File: config.mk
export PLATFORM = sky130hd
export DESIGN_NAME = hazard_ctrl_unit
export DESIGN_NICKNAME = d
export VERILOG_FILES = /design/src/rtl/hazard_ctrl_unit.sv
export SDC_FILE = /design/constraint.sdc
export NUM_CORES = 1
export LEC_CHECK = 0
export CAP_MARGIN = 0
export CORE_MARGIN = 4
export CORE_UTILIZATION = 49
export CTS_CLUSTER_DIAMETER = 150
export DETAILED_ROUTE_END_ITERATION = 8
export PLACE_DENSITY_LB_ADDON = 0.15
export SYNTH_ARGS = -nofsm -noshare
export SYNTH_HDL_FRONTEND = slang
export SYNTH_SLANG_ARGS = --single-unit
File: constraint.sdc
create_clock -name CLK -period 5.2 [get_ports CLK]
set_input_delay 1.56 -clock CLK [delete_from_list [all_inputs] [get_ports CLK]]
set_output_delay 1.56 -clock CLK [all_outputs]
set_load 0.01 [all_outputs]
File: src/rtl/hazard_ctrl_unit.sv
// hazard_ctrl_unit: load-use / data-miss / redirect hazard control with saturating perf counters
module hazard_ctrl_unit #(
  parameter int REG_W    = 5,
  parameter int LOAD_LAT = 1,
  parameter int CNT_W    = 16
) (
  input  logic             CLK,
  input  logic             RST,
  input  logic             ihit,
  input  logic             dhit,
  input  logic             dmem_req_MEM,
  input  logic [REG_W-1:0] rs,
  input  logic [REG_W-1:0] rt,
  input  logic             rs_used,
  input  logic             rt_used,
  input  logic [REG_W-1:0] destEX,
  input  logic             regWEN_EX,
  input  logic             memread_EX,
  input  logic [1:0]       PCSrc,
  output logic             stall_PC,
  output logic             stall_IFID,
  output logic             stall_IDEX,
  output logic             stall_EXMEM,
  output logic             flush_IFID,
  output logic             flush_IDEX,
  output logic [CNT_W-1:0] stall_cycles,
  output logic [CNT_W-1:0] flush_events
);
  typedef enum logic [1:0] {RUN, LOADUSE, DWAIT} state_t;
  state_t           fsm_q, fsm_d;
  logic [1:0]       bub_cnt_q, bub_cnt_d;
  logic             redirect_pend_q, redirect_pend_d;
  logic [CNT_W-1:0] stall_cycles_q, stall_cycles_d, flush_events_q, flush_events_d;
  logic             hazard_lu, redirect, dwait, lu_stall;
  assign hazard_lu = memread_EX & regWEN_EX & (destEX != '0) &
                     ((rs_used & (rs == destEX)) | (rt_used & (rt == destEX)));
  assign redirect  = PCSrc != 2'b00;
  // the dhit cycle of a miss is a normal RUN cycle, so DWAIT only holds while dhit is low
  assign dwait     = (dmem_req_MEM | (fsm_q == DWAIT)) & ~dhit;
  assign lu_stall  = ~redirect & ((fsm_q == LOADUSE) | hazard_lu);
  always_ff @(posedge CLK or posedge RST) begin
    if (RST) begin
      fsm_q           <= RUN;
      bub_cnt_q       <= 2'd0;
      redirect_pend_q <= 1'b0;
      stall_cycles_q  <= '0;
      flush_events_q  <= '0;
    end else begin
      fsm_q           <= fsm_d;
      bub_cnt_q       <= bub_cnt_d;
      redirect_pend_q <= redirect_pend_d;
      stall_cycles_q  <= stall_cycles_d;
      flush_events_q  <= flush_events_d;
    end
  end
  // a data miss abandons any remaining load-use bubbles; hazards are re-evaluated on dhit
  always_comb begin
    fsm_d           = RUN;
    bub_cnt_d       = 2'd0;
    redirect_pend_d = redirect_pend_q & ~ihit;
    if (dwait) begin
      fsm_d           = DWAIT;
      redirect_pend_d = redirect_pend_q;
    end else if (redirect) begin
      redirect_pend_d = ~ihit;
    end else if (fsm_q == LOADUSE) begin
      fsm_d     = (bub_cnt_q == 2'd0) ? RUN : LOADUSE;
      bub_cnt_d = (bub_cnt_q == 2'd0) ? 2'd0 : bub_cnt_q - 2'd1;
    end else if (hazard_lu && LOAD_LAT > 1) begin
      fsm_d     = LOADUSE;
      bub_cnt_d = 2'(LOAD_LAT - 2);
    end
  end
  always_comb begin
    stall_PC    = ~RST & (dwait | (~redirect & (lu_stall | ~ihit)));
    stall_IFID  = stall_PC;
    stall_IDEX  = ~RST & dwait;
    stall_EXMEM = ~RST & dwait;
    flush_IFID  = ~RST & ~dwait & (redirect | (redirect_pend_q & ihit));
    flush_IDEX  = ~RST & ~dwait & (redirect | lu_stall);
  end
  always_comb begin
    stall_cycles_d = (stall_PC & ~&stall_cycles_q) ? stall_cycles_q + CNT_W'(1) : stall_cycles_q;
    flush_events_d = (flush_IFID & ~&flush_events_q) ? flush_events_q + CNT_W'(1) : flush_events_q;
  end
  assign stall_cycles = stall_cycles_q;
  assign flush_events = flush_events_q;
endmodule

== After elaboration in Yosys (flattened, before gate mapping) ==
Index checks and enable logic that the tools add are counted.

* Add/sub/neg operators: 3
* Equality and inequality tests: 4
* Mux-type cells: 9
* Bitwise logic cells: 29
* Reduce and logical (&&, ||, !) cells: 7

{| class="wikitable"
|+ Operator list
! cell !! number
|-
| adder 16 x 1 -> 16 bit (second input constant) || 2
|-
| AND reduction 16 bit || 2
|-
| AND 1 bit || 17
|-
| equality test 5 bit || 2
|-
| two-way mux 2 bit || 5
|-
| bitwise OR 1 bit || 7
|-
| inverter 1 bit || 5
|-
| nonzero test 5 bit || 1
|-
| two-way mux 1 bit || 4
|-
| equality test 2 x 1 -> 1 bit (second input constant) || 1
|-
| equality test 2 bit (second input constant) || 1
|-
| logical NOT 1 bit || 2
|-
| logical NOT 2 bit || 1
|-
| nonzero test 2 bit || 1
|-
| subtractor 2 x 1 -> 2 bit (second input constant) || 1
|}

* Flip-flop bits (word level): 37
* Bits of input ports: 26
* Output and inout bits: 38
* Logic and storage cells: 57

== Longest topological paths before layout ==
Gate-level depths: netlist of run 1.

* Depth after elaboration: 11
* Mapped depth: 8
* Gate-level depth less buffers: 7

== Worst setup path after synthesis of run 1 ==
OpenSTA, ideal clock, no wires.

* Path type: input port to output port
* Start point: input port RST
* End point: output port stall_PC
* Data arrival time: 3.034 ns
* Data required time: 3.640 ns
* Path slack: 0.606 ns
* Stages on the path: 4
* Path buffers: 1
* Cells stage by stage: inv_1 > o21ai_1 > nor2_1 > buf_4

* Cells in the longest elaborated chain, start to end: 2

{| class="wikitable"
|+ RTL lines
! item !! line !! text
|-
| start: declaration || 8 || <nowiki>input logic RST,</nowiki>
|-
| inverter 1 bit || 75 || <nowiki>stall_PC = ~RST & (dwait | (~redirect & (lu_stall | ~ihit)));</nowiki>
|-
| AND 1 bit || 75 ||
|-
| end: declaration || 20 || <nowiki>output logic stall_PC,</nowiki>
|}

No other way between the ends.

== Worst setup path in the final report of run 1 ==
* Start point: input port destEX[0]
* End point: output port stall_IFID

* Cells in the longest elaborated chain, start to end: 10

{| class="wikitable"
|+ RTL lines
! item !! line !! text
|-
| start: declaration || 16 || <nowiki>input logic [REG_W-1:0] destEX,</nowiki>
|-
| equality test 5 bit || 36 || <nowiki>((rs_used & (rs == destEX)) | (rt_used & (rt == destEX)));</nowiki>
|-
| AND 1 bit || 36 ||
|-
| bitwise OR 1 bit || 36 ||
|-
| AND 1 bit * || 35 || <nowiki>assign hazard_lu = memread_EX & regWEN_EX & (destEX != '0) &</nowiki>
|-
| bitwise OR 1 bit * || 40 || <nowiki>assign lu_stall = ~redirect & ((fsm_q == LOADUSE) | hazard_lu);</nowiki>
|-
| AND 1 bit * || 40 ||
|-
| bitwise OR 1 bit * || 75 ||
|-
| AND 1 bit * || 75 ||
|-
| bitwise OR 1 bit * || 75 ||
|-
| AND 1 bit * || 75 ||
|-
| end: declaration || 21 || <nowiki>output logic stall_IFID,</nowiki>
|}

Mark *: on every way between the ends. The rest lies on a longest branch, timed or not.

==> metrics.txt, run 1 <==
status=complete, no violations; routed vias/inst=approximately 5.4; Post-route DRC=0; hold slack=between 0.4 and 0.5 ns; leak pwr=approximately 1.2 nW; Max Cap Violations=0; drt pass-1 iters=4; Buf/Inv on CP=2; RSZ-0062 raised after global routing=false; Clock Sinks=37; Post-Syn Area per Cell=~11 sq um; H-tree levels=2; largest family of logic cells by synthesized area=simple AND/OR/NAND/NOR gates; Post-Synth XOR/XNOR Area=~18%; worst rel slew slack=55.9%; initial antenna violation count=0; CTS root buf=clkbuf_8; Seq/Total Area, Yosys=between 40 and 50%; vias in the first global route=approximately 1,700; hold_buf cts=0; GRT Residual Overflow=0; Fin Setup TNS=0 ns; commonest non-fill, non-tap cells in the layout=62 x clkdlybuf4s50_1, 37 x dfrtp_1, 23 x xnor2_1; post-synthesis simple-gate area fraction=between 20% and 30%; Chip Width=71.1 um; Most used DFF post-synth=dfrtp_1; fin. max-slew vios=0; slew at the pin closest to its max-slew limit=around 0.66 ns; CP delay by family, top=buffers and inverters; CTS Buf Count=5; first-pass GRT wire length=around 8000 um; Critical Path AT=between 3 and 4 ns; gr usage total=about a fifth; crit-path cells=clkdlybuf4s50_1, or3_1, o311a_1, a21oi_4, nor2_1, clkdlybuf4s50_1; die outline height=between 70 and 80 um; metal3 WL=between 300 and 400 um; CTS tree=yes; GPL Wtd Cong=between 0.8 and 0.9; fraction of layout cells with a size suffix above 1=about a tenth; Final Instance Area=~2800 sq um; Power Dens Cells=roughly 340 nW/um^2; post-synthesis register bit count=37; Rows=22; dpl cell area=~2600 sq um; via count=between 1,500 and 2,000; # port buffers=between 60 and 70; fraction of registers with async set/reset=100%; worst clock skew=about 0.011 ns; fin crit share=a little over nine tenths; Worst-path clk slew=0.08 ns; minimum clock period=5.06 ns; Syn Nets=213; top-area cell type share of the netlist area=a little under half; Worst Setup Start Kind=input pin; M1 wire length=about 2100 um; Adder-Cell Fraction of Synth Area=under 10%; maximum number of pins on one net before global-route repair=31; leading area contributor after synthesis=dfrtp_1; Clock Latency Late Sink=0.29 ns; DIE AREA=around 5000 sq um; Routed WL per cell=roughly 15 um; Largest stage delay, worst path=around 0.48 ns; Final #Nets=282; Synth cell types=41; routed wl met2=slightly above 2000 um; post-route antenna net violation count=0; top sig layer=met4; I/O pins=64; Critical Path RT=~3.6 ns; Post-Synthesis Cells=~190; postcts setup bufs=0; Inserted Diodes=0; synth top area cells=dfrtp_1 47%, xnor2_1 10%, xor2_1 7.2%; post-layout util=between 70% and 80%; Crit Path Max Fanout=3; slowest stage cell, crit path=clkdlybuf4s50_1; initial drt markers=80; Layout area overhead=41.8%; DP HPWL=3460 um; Max VDD drop=~0.29 mV; Ys Warns=0; crit path kind=input pin to primary output; mapped cell area=roughly 1900 sq um; Clock Path Buffers=2; Final setup viols=0; Compound-Gate Fraction of Synth Area=6.10%; Post-synth EDFFs=0; Starting Density=a little over half; core footprint=around 3700 sq um; final hold viol count=0; mux cell area share after synthesis=approximately 1.9%; Worst Setup End Kind=primary output; final WL=about 4500 um; Max Freq=198 MHz; Worst path most repeated cell=clkdlybuf4s50_1; commonest non-fill, non-tap cell in the layout=clkdlybuf4s50_1; Hold Path Class=register to register
-- path summary, 6_finish.rpt --
check	start	slack, ns	depth (start not counted)	endpoint
max reg2reg	fsm_q[1]	3.08	6	flush_events[6]
min	bub_cnt_q[0]	0.47	1	bub_cnt_q[0]
min in group asynchronous	RST	1.66	3	redirect_pend_q
max in group asynchronous	RST	3.14	3	stall_cycles[4]
max	destEX[0]	0.14	6	stall_IFID
min reg2reg	bub_cnt_q[0]	0.47	1	bub_cnt_q[0]
-- flip-flops by register name, summed over array words and instances, names as in the netlist --
name	count
redirect_pend_q	1
fsm_q	2
flush_events	16
bub_cnt_q	2
stall_cycles	16
-- report_power, final --
group	internal [mW]	total, mW	switching [mW]	leakage, nW
clock	0.191	0.294	0.104	0.0681
sequential	0.328	0.385	0.0574	0.490
combinational	0.141	0.247	0.106	0.650
total	0.659	0.927	0.267	1.21
-- area by class of cell --
| cell class | instances | area (sq um) |
|---|---|---|
| inverter | 4 | 15.0 |
| timing repair buffer | 67 | 663 |
| multi-input combinational | 139 | 967 |
| clock inverter | 3 | 65.1 |
| tap | 48 | 60.1 |
| sequential | 37 | 926 |
| fill | 284 | 978 |
| clock buffer | 5 | 68.8 |
-- Yosys cell counts (all sizes together) (2+ instances only) --
master,number
and3,7
nand4,8
nor4,5
nand3,14
nand2,21
dfrtp,37
a21oi,3
nor3,9
and4,3
nor2,8
nor4b,2
buf,5
inv,3
ha,2
xor2,16
o21bai,2
xnor2,23
mux2,2
-- metal layers --
metal  GRT usage [%]  vias up
li1                -      785
met1            26.5      791
met2            29.1       65
met3            6.68        9
met4            5.64        0
met5               0        -
-- cells by family (layout without fill, tap and decap cells) --
| kind of cell | count (synthesis) | count (layout) |
|---|---|---|
| buf+inv | 9 | 79 |
| compound gates | 12 | 12 |
| xor+xnor | 39 | 39 |
| mux | 3 | 3 |
| flops | 37 | 37 |
| fa+ha+maj | 2 | 2 |
| simple gates | 83 | 83 |
-- per-stage QoR --
| stage | power [mW] | std cells | worst slack [ns] |
|---|---|---|---|
| 2_1_floorplan | 0.503 | 185 | 0.606 |
| 3_3_place_gp | 0.631 | 295 | 0.171 |
| 3_5_place_dp | 0.638 | 295 | 0.0834 |
| 4_1_cts | 0.933 | 303 | 0.0905 |
| 5_1_grt | 0.971 | 303 | 0.00223 |
| 6_report | 0.927 | 303 | 0.139 |
-- timing repair --
item	in CTS	in global routing
resized for setup	0	1
setup endpoints to repair	0	1
endpoints found under the hold margin	0	0
No activity file was read; power rests on OpenSTA's default activity.
==> inputs of run 2 (changes only) <==
--- a/config.mk
+++ b/config.mk
@@ -9,3 +9,3 @@
 export CORE_MARGIN = 4
-export CORE_UTILIZATION = 49
+export CORE_UTILIZATION = 46
 export CTS_CLUSTER_DIAMETER = 150
==> constraint.sdc (replaced) <==
create_clock -name CLK -period 5.6 [get_ports CLK]
set_input_delay 1.68 -clock CLK [delete_from_list [all_inputs] [get_ports CLK]]
set_output_delay 1.68 -clock CLK [all_outputs]
set_load 0.02 [all_outputs]
==> metrics.txt, run 2 (same netlist as run 1, synthesis figures left out) <==
gr usage total=between 10% and 20%; combinational share of power=between 30 and 40%; sw frac=~33%; CTS tree=yes; CTS root buf=clkbuf_8; # port buffers=63; CTS Buf Count=5; GRT Residual Overflow=0; initial antenna violation count=0; Worst-path clk slew=0.06 ns; post-route antenna net violation count=0; Worst Setup Start Kind=input pin; Critical Path RT=slightly below 4 ns; hold_buf cts=0; worst rel slew slack=a little under 60%; Rows=23; PnR worst setup slack=approximately 0.17 ns; leak pwr=1.16 nW; fin. max-slew vios=0; Clock Power Share=around 23%; Worst Setup End Kind=primary output; Hold Path Class=register to register; Final #Nets=281; worst clock skew=~0.0086 ns; Final setup viols=0; via count=1,627; Power Dens Cells=between 200 and 300 nW/um^2; fin crit share=just under 100%; Clock Path Buffers=2; worst hold stages=1; vias in the first global route=between 1,500 and 2,000; Crit Path Max Fanout=3; DP HPWL=3370 um; DIE AREA=~5300 sq um; GPL Wtd Cong=a little under 0.8; Setup Slack @ Placement=0.153 ns; crit path kind=input pin to primary output; switching power=approximately 0.27 mW; die outline height=roughly 73 um; Max Cap Violations=0; fraction of layout cells with a size suffix above 1=roughly 8.3%; Worst Reg-to-Reg Cells=7; final WL=4450 um; Chip Width=73.1 um; slew at the pin closest to its max-slew limit=0.612 ns; H-tree levels=2; Inserted Diodes=0; first-pass GRT wire length=around 7400 um; Layout area overhead=39.0%; final hold viol count=0; setup slack, reg-to-reg=between 3 and 4 ns; Starting Density=around 48%; Max Freq=between 150 and 200 MHz; postcts setup bufs=0; routed vias/inst=around 5.4; status=complete, no violations; drt pass-1 iters=4; commonest non-fill, non-tap cell in the layout=clkdlybuf4s50_1; Max VDD drop=approximately 0.17 mV; minimum clock period=~5.4 ns; Routed WL per cell=approximately 15 um; I/O pins=between 60 and 70; sequential power share=44.9%; RSZ-0062 raised after global routing=false; Fin Setup TNS=0 ns; Clock Latency Late Sink=between 0.2 and 0.3 ns; Clock Sinks=37; Critical Path AT=3.75 ns; initial drt markers=about 60; Internal Dissipation=0.533 mW; commonest non-fill, non-tap cells in the layout=63 x clkdlybuf4s50_1, 37 x dfrtp_1, 23 x xnor2_1; maximum number of pins on one net before global-route repair=22; CTS resizes=0; Post-route DRC=0; core footprint=about 4000 sq um
-- run 2: cell count changes in the layout (fill, tap and decap cells not counted), sizes merged --
cell           change
buf                -1
bufinv             -2
clkbuf             +2
clkdlybuf4s50      +1
clkinv             -1
dlymetal6s2s       -1
-- run 2: layout make-up --
class | count | area, sq um
repair buffers | 66 | 653
well taps | 50 | 62.6
clock buffers | 7 | 86.3
flip-flops and latches | 37 | 926
fillers | 356 | 1350
multi-input cells | 139 | 967
inverters | 4 | 15.0
-- run 2: final timing paths --
kind | startpoint | endpoint
max in group asynchronous | RST | flush_events[3]
min in group asynchronous | RST | flush_events[1]
hold / removal | bub_cnt_q[0] | bub_cnt_q[0]
hold reg to reg | bub_cnt_q[0] | bub_cnt_q[0]
setup reg to reg | fsm_q[1] | stall_cycles[1]
setup / recovery | destEX[4] | flush_IDEX
-- run 2: power by group through the flow --
stage	clock network (mW)	logic, mW	registers, mW
2_1_floorplan	0	0.0985	0.397
4_1_cts	0.190	0.259	0.358
6_report	0.184	0.256	0.358
3_5_place_dp	0	0.259	0.362
3_3_place_gp	0	0.255	0.362
5_1_grt	0.201	0.280	0.366
-- run 2: layer usage --
| layer | track usage, % | wire length [um] |
|---|---|---|
| met3 | 5.23 | 313 |
| met1 | 23.5 | 2040 |
| met2 | 28.2 | 2030 |
| met5 | 0 | 0 |
| met4 | 5.53 | 60 |
-- run 2: through the flow --
step | utilization [%] | hold WS (ns) | power, mW | instances | instance area [sq um]
after CTS | 66.8 | 0.457 | 0.808 | 303 | 2710
after global placement | 64.7 | 0.425 | 0.618 | 296 | 2620
final | 66.8 | 0.455 | 0.798 | 303 | 2710
after detailed placement | 64.7 | 0.449 | 0.621 | 296 | 2620
after floorplan | - | 0.415 | 0.496 | 185 | 1950
after global routing | 66.8 | 0.503 | 0.847 | 303 | 2710
-- run 2: worst max-delay path, stage by stage --
cell and delay, ns:
clkdlybuf4s50_1 0.55, xnor2_1 0.14, nand4_1 0.12, o22ai_2 0.25, nand2_1 0.09, a311oi_1 0.27
clkdlybuf4s50_1 0.65
